==> config.mk <==
export PLATFORM = sky130hd
export DESIGN_NAME = lcm_seq_flat
export DESIGN_NICKNAME = d
export VERILOG_FILES = /design/src/rtl/lcm_seq_if.sv /design/src/rtl/lcm_seq.sv /design/src/flat_wrapper.sv
export SDC_FILE = /design/constraint.sdc
export NUM_CORES = 1
export LEC_CHECK = 0
export CAP_MARGIN = 25
export CORE_MARGIN = 2
export CORE_UTILIZATION = 44
export CTS_CLUSTER_DIAMETER = 100
export CTS_CLUSTER_SIZE = 20
export DETAILED_ROUTE_END_ITERATION = 8
export HOLD_SLACK_MARGIN = 0.12
export PLACE_DENSITY_LB_ADDON = 0.1
export SKIP_CTS_REPAIR_TIMING = 1
export SLEW_MARGIN = 20
export SYNTH_ARGS = -nofsm -noshare
export SYNTH_HDL_FRONTEND = slang
export SYNTH_SLANG_ARGS = --single-unit
export TNS_END_PERCENT = 50
==> constraint.sdc <==
create_clock -name clk -period 4.7 [get_ports clk]
set_clock_uncertainty 0.2 [all_clocks]
set_input_delay 0.705 -clock clk [delete_from_list [all_inputs] [get_ports clk]]
set_output_delay 0.705 -clock clk [all_outputs]
set_load 0.02 [all_outputs]
==> src/rtl/lcm_seq_if.sv <==
// lcm_seq_if
//   Request/result bundle for the lcm_seq unit.
//   master: drives start and the operand triple a/b/g, observes status and result.
//   slave : the lcm_seq core.
//   Signals:
//     start      request strobe (only looked at while the core is idle)
//     a, b       unsigned operands, W bits
//     g          gcd(a, b) from the upstream gcd block, W bits
//     busy       core is dividing or multiplying
//     done       one-cycle completion pulse
//     lcm        2W-bit result, held between runs
//     err        inconsistent divisor flag, held like lcm
interface lcm_seq_if #(
    parameter int W = 8
);
    logic           start;
    logic [W-1:0]   a;
    logic [W-1:0]   b;
    logic [W-1:0]   g;
    logic           busy;
    logic           done;
    logic [2*W-1:0] lcm;
    logic           err;

    modport master (
        output start, a, b, g,
        input  busy, done, lcm, err
    );

    modport slave (
        input  start, a, b, g,
        output busy, done, lcm, err
    );
endinterface

==> src/rtl/lcm_seq.sv <==
// lcm_seq
//   Sequential least-common-multiple unit: lcm = (a / g) * b.
//   A W-step restoring divider produces q = a / g and checks that g divides a
//   exactly; a W-step shift-add multiplier then forms q * b in a 2W-bit
//   accumulator.
//   Ports:
//     clk  rising-edge clock
//     rst  synchronous, active-high reset
//     bus  lcm_seq_if slave modport (start, a, b, g in; busy, done, lcm, err out)
//
//   state | meaning
//   ------+-----------------------------------------------------------------
//   IDLE  | waiting for start; operands are latched on the accept edge
//   DIV   | restoring division of latched a by latched g, one bit per cycle
//   MUL   | shift-add multiply of quotient by latched b, LSB of q first
//   DONE  | one-cycle done pulse; lcm/err valid, then back to IDLE
module lcm_seq #(
    parameter int W = 8
) (
    input  logic      clk,
    input  logic      rst,
    lcm_seq_if.slave  bus
);

    typedef enum logic [1:0] {
        IDLE = 2'd0,
        DIV  = 2'd1,
        MUL  = 2'd2,
        DONE = 2'd3
    } state_t;

    localparam int            CW       = (W > 2) ? $clog2(W) : 1;
    localparam logic [CW-1:0] CNT_LOAD = CW'(W - 1);

    state_t         state;
    state_t         state_nxt;

    // a_sh is the dividend shift register; quotient bits enter at its LSB,
    // so after W division steps it holds q and is reused as the multiplier.
    logic [W-1:0]   a_sh;
    logic [W-1:0]   b_r;
    logic [W-1:0]   g_r;
    logic [W-1:0]   rem;
    logic [2*W-1:0] mcand;
    logic [2*W-1:0] acc;
    logic [2*W-1:0] lcm_r;
    logic           err_r;
    logic [CW-1:0]  cnt;

    logic [W-1:0]   rem_sh;
    logic [W-1:0]   rem_nxt;
    logic [W-1:0]   a_sh_nxt;
    logic           q_bit;
    logic [2*W-1:0] acc_nxt;
    logic           cnt_tc;
    logic           zero_op;
    logic           g_zero;

    // The bit shifted out of rem is always 0: rem never exceeds the
    // already-consumed prefix of a, which fits in W bits.
    always_comb begin
        rem_sh   = {rem[W-2:0], a_sh[W-1]};
        q_bit    = (rem_sh >= g_r);
        rem_nxt  = q_bit ? (rem_sh - g_r) : rem_sh;
        a_sh_nxt = {a_sh[W-2:0], q_bit};
        acc_nxt  = a_sh[0] ? (acc + mcand) : acc;
    end

    assign cnt_tc  = (cnt == '0);
    assign zero_op = (bus.a == '0) || (bus.b == '0);
    assign g_zero  = (bus.g == '0);

    always_ff @(posedge clk) begin
        if (rst) begin
            state <= IDLE;
        end else begin
            state <= state_nxt;
        end
    end

    always_comb begin
        state_nxt = state;
        unique case (state)
            IDLE: begin
                if (bus.start) begin
                    if (zero_op || g_zero) begin
                        state_nxt = DONE;
                    end else begin
                        state_nxt = DIV;
                    end
                end
            end
            DIV: begin
                if (cnt_tc) begin
                    state_nxt = (rem_nxt != '0) ? DONE : MUL;
                end
            end
            MUL: begin
                if (cnt_tc) begin
                    state_nxt = DONE;
                end
            end
            DONE: begin
                state_nxt = IDLE;
            end
            default: begin
                state_nxt = IDLE;
            end
        endcase
    end

    always_ff @(posedge clk) begin
        if (rst) begin
            a_sh  <= '0;
            b_r   <= '0;
            g_r   <= '0;
            rem   <= '0;
            mcand <= '0;
            acc   <= '0;
            lcm_r <= '0;
            err_r <= 1'b0;
            cnt   <= '0;
        end else begin
            unique case (state)
                IDLE: begin
                    if (bus.start) begin
                        a_sh  <= bus.a;
                        b_r   <= bus.b;
                        g_r   <= bus.g;
                        rem   <= '0;
                        cnt   <= CNT_LOAD;
                        lcm_r <= '0;
                        // Zero operand takes precedence over a zero divisor.
                        err_r <= !zero_op && g_zero;
                    end
                end
                DIV: begin
                    rem  <= rem_nxt;
                    a_sh <= a_sh_nxt;
                    cnt  <= cnt - CW'(1);
                    if (cnt_tc) begin
                        if (rem_nxt != '0) begin
                            err_r <= 1'b1;
                        end else begin
                            cnt   <= CNT_LOAD;
                            acc   <= '0;
                            mcand <= {{W{1'b0}}, b_r};
                        end
                    end
                end
                MUL: begin
                    acc   <= acc_nxt;
                    mcand <= mcand << 1;
                    a_sh  <= a_sh >> 1;
                    cnt   <= cnt - CW'(1);
                    if (cnt_tc) begin
                        lcm_r <= acc_nxt;
                    end
                end
                DONE: begin
                end
                default: begin
                end
            endcase
        end
    end

    assign bus.busy = (state == DIV) || (state == MUL);
    assign bus.done = (state == DONE);
    assign bus.lcm  = lcm_r;
    assign bus.err  = err_r;

endmodule

==> src/flat_wrapper.sv <==
// flat-port wrapper written by rule: the top's interface ports become plain ports
module lcm_seq_flat 
#(
    parameter int W = 8
)
  (clk, rst, bus_start, bus_a, bus_b, bus_g, bus_busy, bus_done, bus_lcm, bus_err);
  lcm_seq_if #(.W(W)) bus_i ();
  input  logic clk;
  input  logic rst;
  input wire logic [$bits(bus_i.start)-1:0] bus_start;
  input wire logic [$bits(bus_i.a)-1:0] bus_a;
  input wire logic [$bits(bus_i.b)-1:0] bus_b;
  input wire logic [$bits(bus_i.g)-1:0] bus_g;
  output wire logic [$bits(bus_i.busy)-1:0] bus_busy;
  output wire logic [$bits(bus_i.done)-1:0] bus_done;
  output wire logic [$bits(bus_i.lcm)-1:0] bus_lcm;
  output wire logic [$bits(bus_i.err)-1:0] bus_err;
  assign bus_i.start = bus_start;
  assign bus_i.a = bus_a;
  assign bus_i.b = bus_b;
  assign bus_i.g = bus_g;
  assign bus_busy = bus_i.busy;
  assign bus_done = bus_i.done;
  assign bus_lcm = bus_i.lcm;
  assign bus_err = bus_i.err;
  lcm_seq #(.W(W)) u_core (.clk(clk), .rst(rst), .bus(bus_i));
endmodule
==> summary.md, run 1 <==
| Metric | Value |
|---|---|
| Final setup viols | `0` |
| Reg2reg start | `u_core.a_sh[7]$_SDFFE_PP0P_` |
| Setup CP Type | `flop to flop` |
| Asr flop ratio synth | `0` |
| Fmax | `274 MHz` |
| Rel. slew slack | `0.333` |
| Count of pins over their slew limit | `0` |
| Number of max-cap violations | `0` |
| GPL Wtd Cong | `0.924` |
| # nets final | `713` |
| Outcome | `complete, no violations` |
| Initial core utilization | `0.452` |
| Layout area overhead | `13.8%` |
| Crit-path max cell delay | `0.47 ns` |
| Final wirelength | `11900 um` |
| Yosys reg bits | `85` |
| Crit start category | `flop` |
| Syn nets | `688` |
| Initial antenna violation count | `0` |
| Final Util | `0.514` |
| Root buf cell | `clkbuf_8` |
| Vias per inst | `5.57` |
| Port Buffers | `45` |
| Die ar. | `0.0120 mm^2` |
| Worst skew pair latency | `0.37 ns` |
| Number of global-route vias before repair | `approximately 4200` |
| Antenna Nets Post-Route | `0` |
| Period utilization | `0.775` |
| Pleak | `2.01 nW` |
| H-tree depth | `3` |
| CTS tree | `done` |
| EDFF count, synth | `0` |
| GRT Util Overall | `0.214` |
| R2R depth | `13` |
| Crit Path Max Fanout | `43` |
| Setup_tns | `0 ns` |
| Ratio of cells with drive above 1 in the final layout | `0.0364` |
| Fin crit period | `3.64 ns` |
| Clock transition at path regs | `0.08 ns` |
| Crit path from | `u_core.a_sh[7]$_SDFFE_PP0P_` |
| Die Y | `110 um` |
| DRT Pass-1 Iters | `4` |
| Crit. End Element | `flop` |
| Hold EP | `u_core.bus.lcm[10]$_SDFFE_PP0P_` |
| Synth top area share | `0.346` |
| Clock Path Buffers | `2` |
| Hpwl dp | `8400 um` |
| Commonest cells in the netlist | `dfxtp_1, nand2_1, a21oi_1` |
| Worst path cell trace | `inv_1 > ha_1 > inv_1 > fa_1 > xor2_1 > or4b_1 > a21oi_1 > o211ai_1 > o41a_1 > o22ai_4 > buf_4 > mux2i_1 > nor2_1` |
| Setup slack, reg-to-reg | `1.06 ns` |
| Placement Rows | `38` |
| Unique cell type count in the Yosys netlist | `55` |
| RSZ-0062 raised after global routing | `false` |
| I/O pins | `46` |
| FF-to-FF End | `u_core.acc[2]$_SDFFE_PP0P_` |
| Congestion Overflow GR | `0` |
| Hold Path Class | `flop to flop` |
| Predominant post-synthesis flop cell | `dfxtp_1` |
| Cell with the most instances after synthesis | `dfxtp_1` |
| 1st-iter DRT viols | `225` |
| Total clock sinks | `85` |
| Mapped Cells | `630` |
| WL/cell | `14.9 um` |
| Power density over the cells | `534 mW/mm^2` |
| Worst vdd ir | `~0.29 mV` |
| DRC viols | `0` |
| Yosys warns | `0` |
| Largest net degree at the start of global routing | `65` |
| Most used cell, CP | `inv_1` |
| Antenna cells | `0` |
| CTS buffer count | `9` |
| Hold depth | `2` |
| Via count | `4458` |
| Dominant cell type by area after synthesis | `dfxtp_1` |
| Worst Tran Pin Value | `about 1 ns` |
| Syn_area_per_cell | `a little under 8 um^2` |
| Sequential fraction of the synthesis area | `0.346` |
| Area contributors post-synth | `dfxtp_1, a21oi_1, ha_1, nand2_1, nor2_1` |
| Critical Path RT | `4.75 ns` |
| Final Hold Vio Count | `0` |
| CP max stage cell | `o41a_1` |
| CP arrival | `3.69 ns` |
| Mapped cell area | `between 0.004 and 0.005 mm^2` |
| Core ar. | `between 0.01 and 0.015 mm^2` |
| Hold wc startpoint | `u_core.bus.lcm[10]$_SDFFE_PP0P_` |
| Overall die width | `110 um` |
| First-pass GRT wire length | `around 20000 um` |
[cell type report]
type | instances | area (um^2)
Clock buffer | 15 | 166
Clock inverter | 1 | 5.00
Fill cell | 1094 | 5290
Inverter | 26 | 97.6
Multi-Input combinational cell | 482 | 2960
Sequential cell | 85 | 1700
Tap cell | 140 | 175
Timing Repair Buffer | 51 | 490
[flip-flops by register name, summed over array words and instances (netlist names)]
signal	flops
u_core.cnt	3
u_core.mcand	16
u_core.rem	7
u_core.bus.err	1
u_core.g_r	8
u_core.a_sh	8
u_core.b_r	8
u_core.bus.lcm	16
u_core.state	2
u_core.acc	16
[placed cells by master (no fill, tap or decap), drive strengths merged, types with 4 or more instances in the layout]
cell and instances:
a211oi 19, a21o 5, a21oi 75, a22oi 6
a311oi 4, a31oi 5, and3 4, buf 7
clkbuf 15, clkdlybuf4s50 44, dfxtp 85, ha 29
inv 25, mux2i 25, nand2 82, nand2b 9
nand3 19, nand3b 5, nor2 69, nor2b 9
nor3 11, nor4 6, o211ai 18, o21a 8
o21ai 29, xnor2 7
[worst max path at each step]
stage / to / depth (start not counted)
3_3_place_gp: u_core.acc[15]$_SDFFE_PP0P_ / 13
6_report: u_core.acc[2]$_SDFFE_PP0P_ / 13
4_1_cts: u_core.acc[2]$_SDFFE_PP0P_ / 13
3_5_place_dp: u_core.acc[2]$_SDFFE_PP0P_ / 13
2_1_floorplan: u_core.acc[1]$_SDFFE_PP0P_ / 13
5_1_grt: u_core.acc[0]$_SDFFE_PP0P_ / 13
[per-stage QoR]
stage / setup WS [ns] / area, um^2 / total power, mW / hold WS, ns / cells
floorplan: 1.53 / 4920 / 2.14 / 0.236 / 630
global placement: 1.13 / 5430 / 2.50 / 0.243 / 784
detailed placement: 1.06 / 5430 / 2.52 / 0.245 / 784
CTS: 1.05 / 5600 / 3.02 / 0.257 / 800
global route: 0.846 / 5600 / 3.24 / 0.278 / 800
finish: 1.06 / 5600 / 2.99 / 0.255 / 800
[routing by layer]
layer	wire, um	share of wire	track usage	vias up
met5	0	0	0	-
met4	293	0.025	0.0976	0
met3	421	0.035	0.0308	20
met2	5710	0.48	0.373	95
met1	5520	0.46	0.259	2056
li1	-	-	-	2287
[logic make-up after synthesis]
group                      synth area share
DFF                                   0.346
xor gates and xnor gates             0.0178
AOI/OAI and AO/OA                     0.238
adders and majority gates            0.0819
and+or+nand+nor                       0.209
muxes                                0.0555
buffers and inverters                0.0517
[critical path: cells and delay by family, from the launching register on]
kind            cells  cell delay [ns]
flops               1             0.34
xor+xnor            1             0.18
fa+ha+maj           2             0.54
compound gates      4             0.86
simple gates        2             0.51
mux                 1             0.27
buf+inv             3             0.60
[power by group]
part           total [mW]  internal (mW)  switching, mW  leakage, nW
clock               0.489          0.222          0.267       0.0877
combinational        1.55          0.572          0.976         1.23
sequential          0.951          0.852         0.0991        0.691
Power figures use the tool's default switching activity.
==> run 2, diff against run 1 <==
==> constraint.sdc (replaced) <==
create_clock -name clk -period 3.81 [get_ports clk]
set_clock_uncertainty 0.2 [all_clocks]
set_input_delay 0.5715 -clock clk [delete_from_list [all_inputs] [get_ports clk]]
set_output_delay 0.5715 -clock clk [all_outputs]
set_load 0.02 [all_outputs]
==> run 2 against run 1 <==
Worst setup slack worse by 0.72 ns. Sequential power up 24%. Total power up 26%. Highest routed layer unchanged. Register-to-register slack worse by 0.72 ns. Cell count up 0.38%. Clock-buffer cell count down 6. Non-clock buffer count up 3. Wire length down 0.94%. Global-route usage down 0.57 points. Final area up 0.92%. Combinational power up 26%. Die area unchanged.
==> summary.md, run 2 (synthesis gave the netlist of run 1 again) <==
| Metric | Value |
|---|---|
| Outcome | `complete, no violations` |
| DRC viols | `0` |
| Initial antenna violation count | `0` |
| Worst Tran Pin Value | `0.730 ns` |
| Crit-path max cell delay | `0.44 ns` |
| H-tree depth | `3` |
| Crit. End Element | `flop` |
| Final wirelength | `11800 um` |
| Number of global-route vias before repair | `4212` |
| NetSw | `1.71 mW` |
| Dpl cell area | `0.00546 mm^2` |
| Antenna cells | `0` |
| FF-to-FF End | `u_core.acc[8]$_SDFFE_PP0P_` |
| Dpl ws | `around 0.36 ns` |
| CP max stage cell | `or2_1` |
| 1st-iter DRT viols | `189` |
| CTS buffer count | `9` |
| Total clock sinks | `between 80 and 90` |
| Period utilization | `0.912` |
| Overall die width | `roughly 110 um` |
| Clock Path Buffers | `2` |
| Initial core utilization | `0.452` |
| Final Util | `0.519` |
| # nets final | `716` |
| Via count | `4481` |
| R2R depth | `13` |
| I/O pins | `46` |
| Clock transition at path regs | `0.09 ns` |
| GRT Util Overall | `0.208` |
| DRT Pass-1 Iters | `4` |
| Setup CP Type | `flop to flop` |
| Commonest non-fill, non-tap cell in the layout | `dfxtp_1` |
| Congestion Overflow GR | `0` |
| Port Buffers | `45` |
| Hpwl dp | `8590 um` |
| Comb power frac | `0.519` |
| Count of pins over their slew limit | `0` |
| M3 GR Usage | `0.0379` |
| First-pass GRT wire length | `19900 um` |
| Root buf cell | `clkbuf_8` |
| Layout area overhead | `14.9%` |
| GR Layer Usage met2 | `0.389` |
| Fin crit period | `roughly 3.5 ns` |
| Power density over the cells | `665 mW/mm^2` |
| Final Hold Vio Count | `0` |
| WL/cell | `14.7 um` |
| Crit start category | `flop` |
| Ratio of cells with drive above 1 in the final layout | `0.0468` |
| Clock network power share | `0.167` |
| Setup_tns | `0 ns` |
| Design internal power | `between 2 and 2.5 mW` |
| Vias per inst | `5.58` |
| Antenna Nets Post-Route | `0` |
| Setup slack, reg-to-reg | `0.34 ns` |
| Critical Path RT | `3.83 ns` |
| Fmax | `288 MHz` |
| RSZ-0062 raised after global routing | `false` |
| Die ar. | `0.0120 mm^2` |
| Most used cell, CP | `inv_1` |
| Finished layout cell area | `0.00565 mm^2` |
| Worst skew pair latency | `0.37 ns` |
| CTS tree | `done` |
| Core ar. | `0.0109 mm^2` |
| Number of max-cap violations | `0` |
| Rel. slew slack | `0.513` |
| Seq pwr share | `0.314` |
| Reg2reg start | `u_core.a_sh[7]$_SDFFE_PP0P_` |
| Pleak | `2.04 nW` |
| Hold WS | `0.255 ns` |
| Grt met1 use | `0.244` |
| Worst Slack Setup Final | `0.335 ns` |
| Commonest cells after routing, fill and taps aside | `dfxtp_1, nand2_1, a21oi_1, nor2_1, clkdlybuf4s50_1` |
| CP delay by family, top | `compound AO/OA/AOI/OAI gates` |
| GPL Wtd Cong | `0.853` |
| Placement Rows | `38` |
| Hold Path Class | `flop to flop` |
| Hold wc startpoint | `u_core.bus.lcm[11]$_SDFFE_PP0P_` |
| Worst vdd ir | `approximately 0.36 mV` |
| Top Usage Layer GRT | `met2` |
| Largest net degree at the start of global routing | `65` |
| Hold depth | `2` |
| Final setup viols | `0` |
| Crit Path Max Fanout | `12` |
| CP arrival | `3.49 ns` |
| Hold EP | `u_core.bus.lcm[11]$_SDFFE_PP0P_` |
| Die Y | `110 um` |
| Sw frac | `0.454` |
| Worst path cell trace | `inv_1 > ha_1 > inv_1 > fa_1 > a211oi_1 > o21ai_0 > a221oi_1 > buf_4 > nand3_1 > o41a_1 > or2_1 > o211ai_1 > a21oi_1` |
| CP Buf/Inv Count | `3` |
[run 2: cell types whose count changed in the layout (fill, tap and decap cells not counted), moves of 2 or more]
| cell | change |
|---|---|
| inv_6 | +5 |
| clkbuf_1 | -4 |
| buf_4 | +2 |
| clkbuf_8 | -2 |
[run 2: worst reg2reg max path, delay by kind of cell, from the launching register on]
| family | cells | cell delay, ns |
|---|---|---|
| AO/OA/AOI/OAI | 6 | 1.33 |
| adder cells (fa/ha/maj) | 2 | 0.55 |
| buffers and inverters | 3 | 0.38 |
| flip-flops | 1 | 0.35 |
| AND/OR/NAND/NOR | 2 | 0.53 |
[run 2: area by class of cell]
cell class | instances | area, um^2
fillers | 1063 | 5240
multi-input cells | 482 | 2960
flip-flops and latches | 85 | 1700
repair buffers | 54 | 526
well taps | 140 | 175
clock buffers | 9 | 124
inverters | 26 | 97.6
clock inverters | 7 | 63.8
[run 2: layer usage]
metal	routed length [um]	up-vias
met5	0	-
li1	-	2306
met2	6070	72
met4	108	0
met3	344	9
met1	5320	2094
[run 2: worst max-delay path by stage]
stage                                           start                           end  slack, ns  depth (start not counted)
after floorplan           u_core.a_sh[7]$_SDFFE_PP0P_    u_core.acc[1]$_SDFFE_PP0P_       0.64                         13
after global placement    u_core.a_sh[7]$_SDFFE_PP0P_   u_core.acc[15]$_SDFFE_PP0P_       0.45                         13
after detailed placement  u_core.a_sh[7]$_SDFFE_PP0P_    u_core.acc[8]$_SDFFE_PP0P_       0.36                         13
after CTS                 u_core.a_sh[7]$_SDFFE_PP0P_    u_core.acc[8]$_SDFFE_PP0P_       0.35                         13
after global routing      u_core.a_sh[7]$_SDFFE_PP0P_  u_core.mcand[1]$_SDFFE_PP0P_       0.08                         14
final                     u_core.a_sh[7]$_SDFFE_PP0P_    u_core.acc[8]$_SDFFE_PP0P_       0.34                         13
[run 2: through the flow]
stage / total power [mW] / cells
after floorplan: 2.65 / 630
after global placement: 3.14 / 787
after detailed placement: 3.16 / 787
after CTS: 3.80 / 803
after global routing: 4.08 / 803
final: 3.76 / 803
[run 2: power groups by stage]
stage               combinational (mW)  sequential [mW]  clock (mW)
detailed placement                1.95             1.20           0
floorplan                         1.47             1.17           0
finish                            1.95             1.18       0.628
global route                      2.19             1.20       0.686
CTS                               1.96             1.18       0.654
global placement                  1.94             1.20           0
==> run 3, diff against run 2 <==
--- a/config.mk
+++ b/config.mk
@@ -12,7 +12,7 @@
 export CTS_CLUSTER_SIZE = 20
 export DETAILED_ROUTE_END_ITERATION = 8
 export HOLD_SLACK_MARGIN = 0.12
-export PLACE_DENSITY_LB_ADDON = 0.1
+export PLACE_DENSITY = 0.66
 export SKIP_CTS_REPAIR_TIMING = 1
 export SLEW_MARGIN = 20
 export SYNTH_ARGS = -nofsm -noshare
==> run 3 against run 2 <==
Worst setup slack better by 0.0033 ns. Combinational power down 2%. Sequential cell count unchanged. Final area down 0.42%. Largest cell class unchanged. Largest power group unchanged.
==> summary.md, run 3 (synthesis gave the netlist of run 1 again) <==
| Metric | Value |
|---|---|
| Post-layout total power | `about 3.7 mW` |
| Hold WS | `0.256 ns` |
| Final Util | `0.517` |
| Setup CP Type | `flop to flop` |
| GPL Wtd Cong | `0.873` |
| Clock transition at path regs | `0.08 ns` |
| Largest net degree at the start of global routing | `66` |
| Root buf cell | `clkbuf_8` |
| GRT Util Overall | `0.208` |
| Number of global-route vias before repair | `4221` |
| Congestion Overflow GR | `0` |
| Crit. End Element | `flop` |
| Critical Path RT | `3.89 ns` |
| Number of max-cap violations | `0` |
| H-tree depth | `3` |
| 1st-iter DRT viols | `176` |
| Dpl ws | `approximately 0.36 ns` |
| Clock Path Buffers | `2` |
| Die ar. | `0.0120 mm^2` |
| Hpwl dp | `8410 um` |
| DRC viols | `0` |
| WL/cell | `14.7 um` |
| RSZ-0062 raised after global routing | `false` |
| Final setup viols | `0` |
| Period utilization | `0.911` |
| Top Usage Layer GRT | `met2` |
| Ratio of cells with drive above 1 in the final layout | `0.0393` |
| Overall die width | `110 um` |
| CTS tree | `done` |
| Rel. slew slack | `0.357` |
| CP arrival | `3.55 ns` |
| Antenna Nets Post-Route | `0` |
| GR Layer Usage met2 | `0.358` |
| Hold Path Class | `flop to flop` |
| Fin crit period | `3.47 ns` |
| # nets final | `715` |
| Via count | `4481` |
| Antenna cells | `0` |
| Worst Tran Pin Value | `0.964 ns` |
| Initial antenna violation count | `0` |
| Die Y | `around 110 um` |
| Setup_tns | `0 ns` |
| CTS buffer count | `9` |
| Worst Slack Setup Final | `0.339 ns` |
| Count of pins over their slew limit | `0` |
| Final wirelength | `11800 um` |
| Crit start category | `flop` |
| Crit Path Max Fanout | `17` |
| Power density over the cells | `657 mW/mm^2` |
| First-pass GRT wire length | `19700 um` |
| Commonest non-fill, non-tap cell in the layout | `dfxtp_1` |
| Port Buffers | `45` |
| Worst vdd ir | `0.333 mV` |
| Vias per inst | `5.59` |
| Final Hold Vio Count | `0` |
| Total clock sinks | `85` |
| Grt met1 use | `0.252` |
| Commonest cells after routing, fill and taps aside | `dfxtp_1, nand2_1, a21oi_1, nor2_1, clkdlybuf4s50_1` |
| Pleak | `just over 2 nW` |
| I/O pins | `46` |
| Fillcell total | `1088` |
| M3 GR Usage | `0.0468` |
| Layout area overhead | `14.4%` |
| Placement Rows | `38` |
| Worst skew pair latency | `around 0.37 ns` |
| DRT Pass-1 Iters | `5` |
| Fmax | `288 MHz` |
| Core ar. | `0.0109 mm^2` |
| Initial core utilization | `0.452` |
| Outcome | `complete, no violations` |
## run 3: changes by cell type in the layout (fill, tap and decap cells not counted)
cell      delta
buf_4        -1
inv_8        -1
clkinv_2     +1
inv_6        -5
clkbuf_8     +2
clkinv_4     -1
clkbuf_1     +4
## run 3: worst max-delay path, cell delays in order (launching register included)
cell and delay [ns]:
dfxtp_1 0.34, inv_1 0.08, ha_1 0.15, inv_1 0.05, fa_1 0.40, xor2_1 0.19
or4b_1 0.47, a21oi_1 0.14, o211ai_1 0.11, o41a_1 0.48, o22ai_4 0.19, buf_4 0.26
o22ai_1 0.10, a21o_1 0.20
## run 3: path summary, 6_finish.rpt
check,to,startpoint,slack [ns],cells past startpoint
max,u_core.acc[15]$_SDFFE_PP0P_,u_core.a_sh[7]$_SDFFE_PP0P_,0.34,13
min,u_core.bus.lcm[11]$_SDFFE_PP0P_,u_core.bus.lcm[11]$_SDFFE_PP0P_,0.26,2
max reg2reg,u_core.acc[15]$_SDFFE_PP0P_,u_core.a_sh[7]$_SDFFE_PP0P_,0.34,13
min reg2reg,u_core.bus.lcm[11]$_SDFFE_PP0P_,u_core.bus.lcm[11]$_SDFFE_PP0P_,0.26,2
## run 3: cell type report
type / count / area, um^2 / area share
repair buffers: 53 / 518 / 0.0921
inverters: 26 / 97.6 / 0.0173
flip-flops and latches: 85 / 1700 / 0.302
clock buffers: 15 / 166 / 0.0296
clock inverters: 1 / 5.00 / 0.000890
multi-input cells: 482 / 2960 / 0.526
well taps: 140 / 175 / 0.0311
## run 3: per-layer routing
metal | share of wire | wire length [um]
met5 | 0 | 0
met4 | 0.019 | 229
met3 | 0.040 | 473
met2 | 0.48 | 5620
met1 | 0.46 | 5430
## run 3: stage by stage
stage                     cells  area [um^2]
final                       802         5630
after global routing        802         5630
after CTS                   802         5630
after detailed placement    786         5450
after global placement      786         5450
after floorplan             630         4920
## run 3: power breakdown
part           internal, mW  switching (mW)
Clock                 0.273           0.329
Combinational         0.730            1.18
Sequential             1.05           0.131
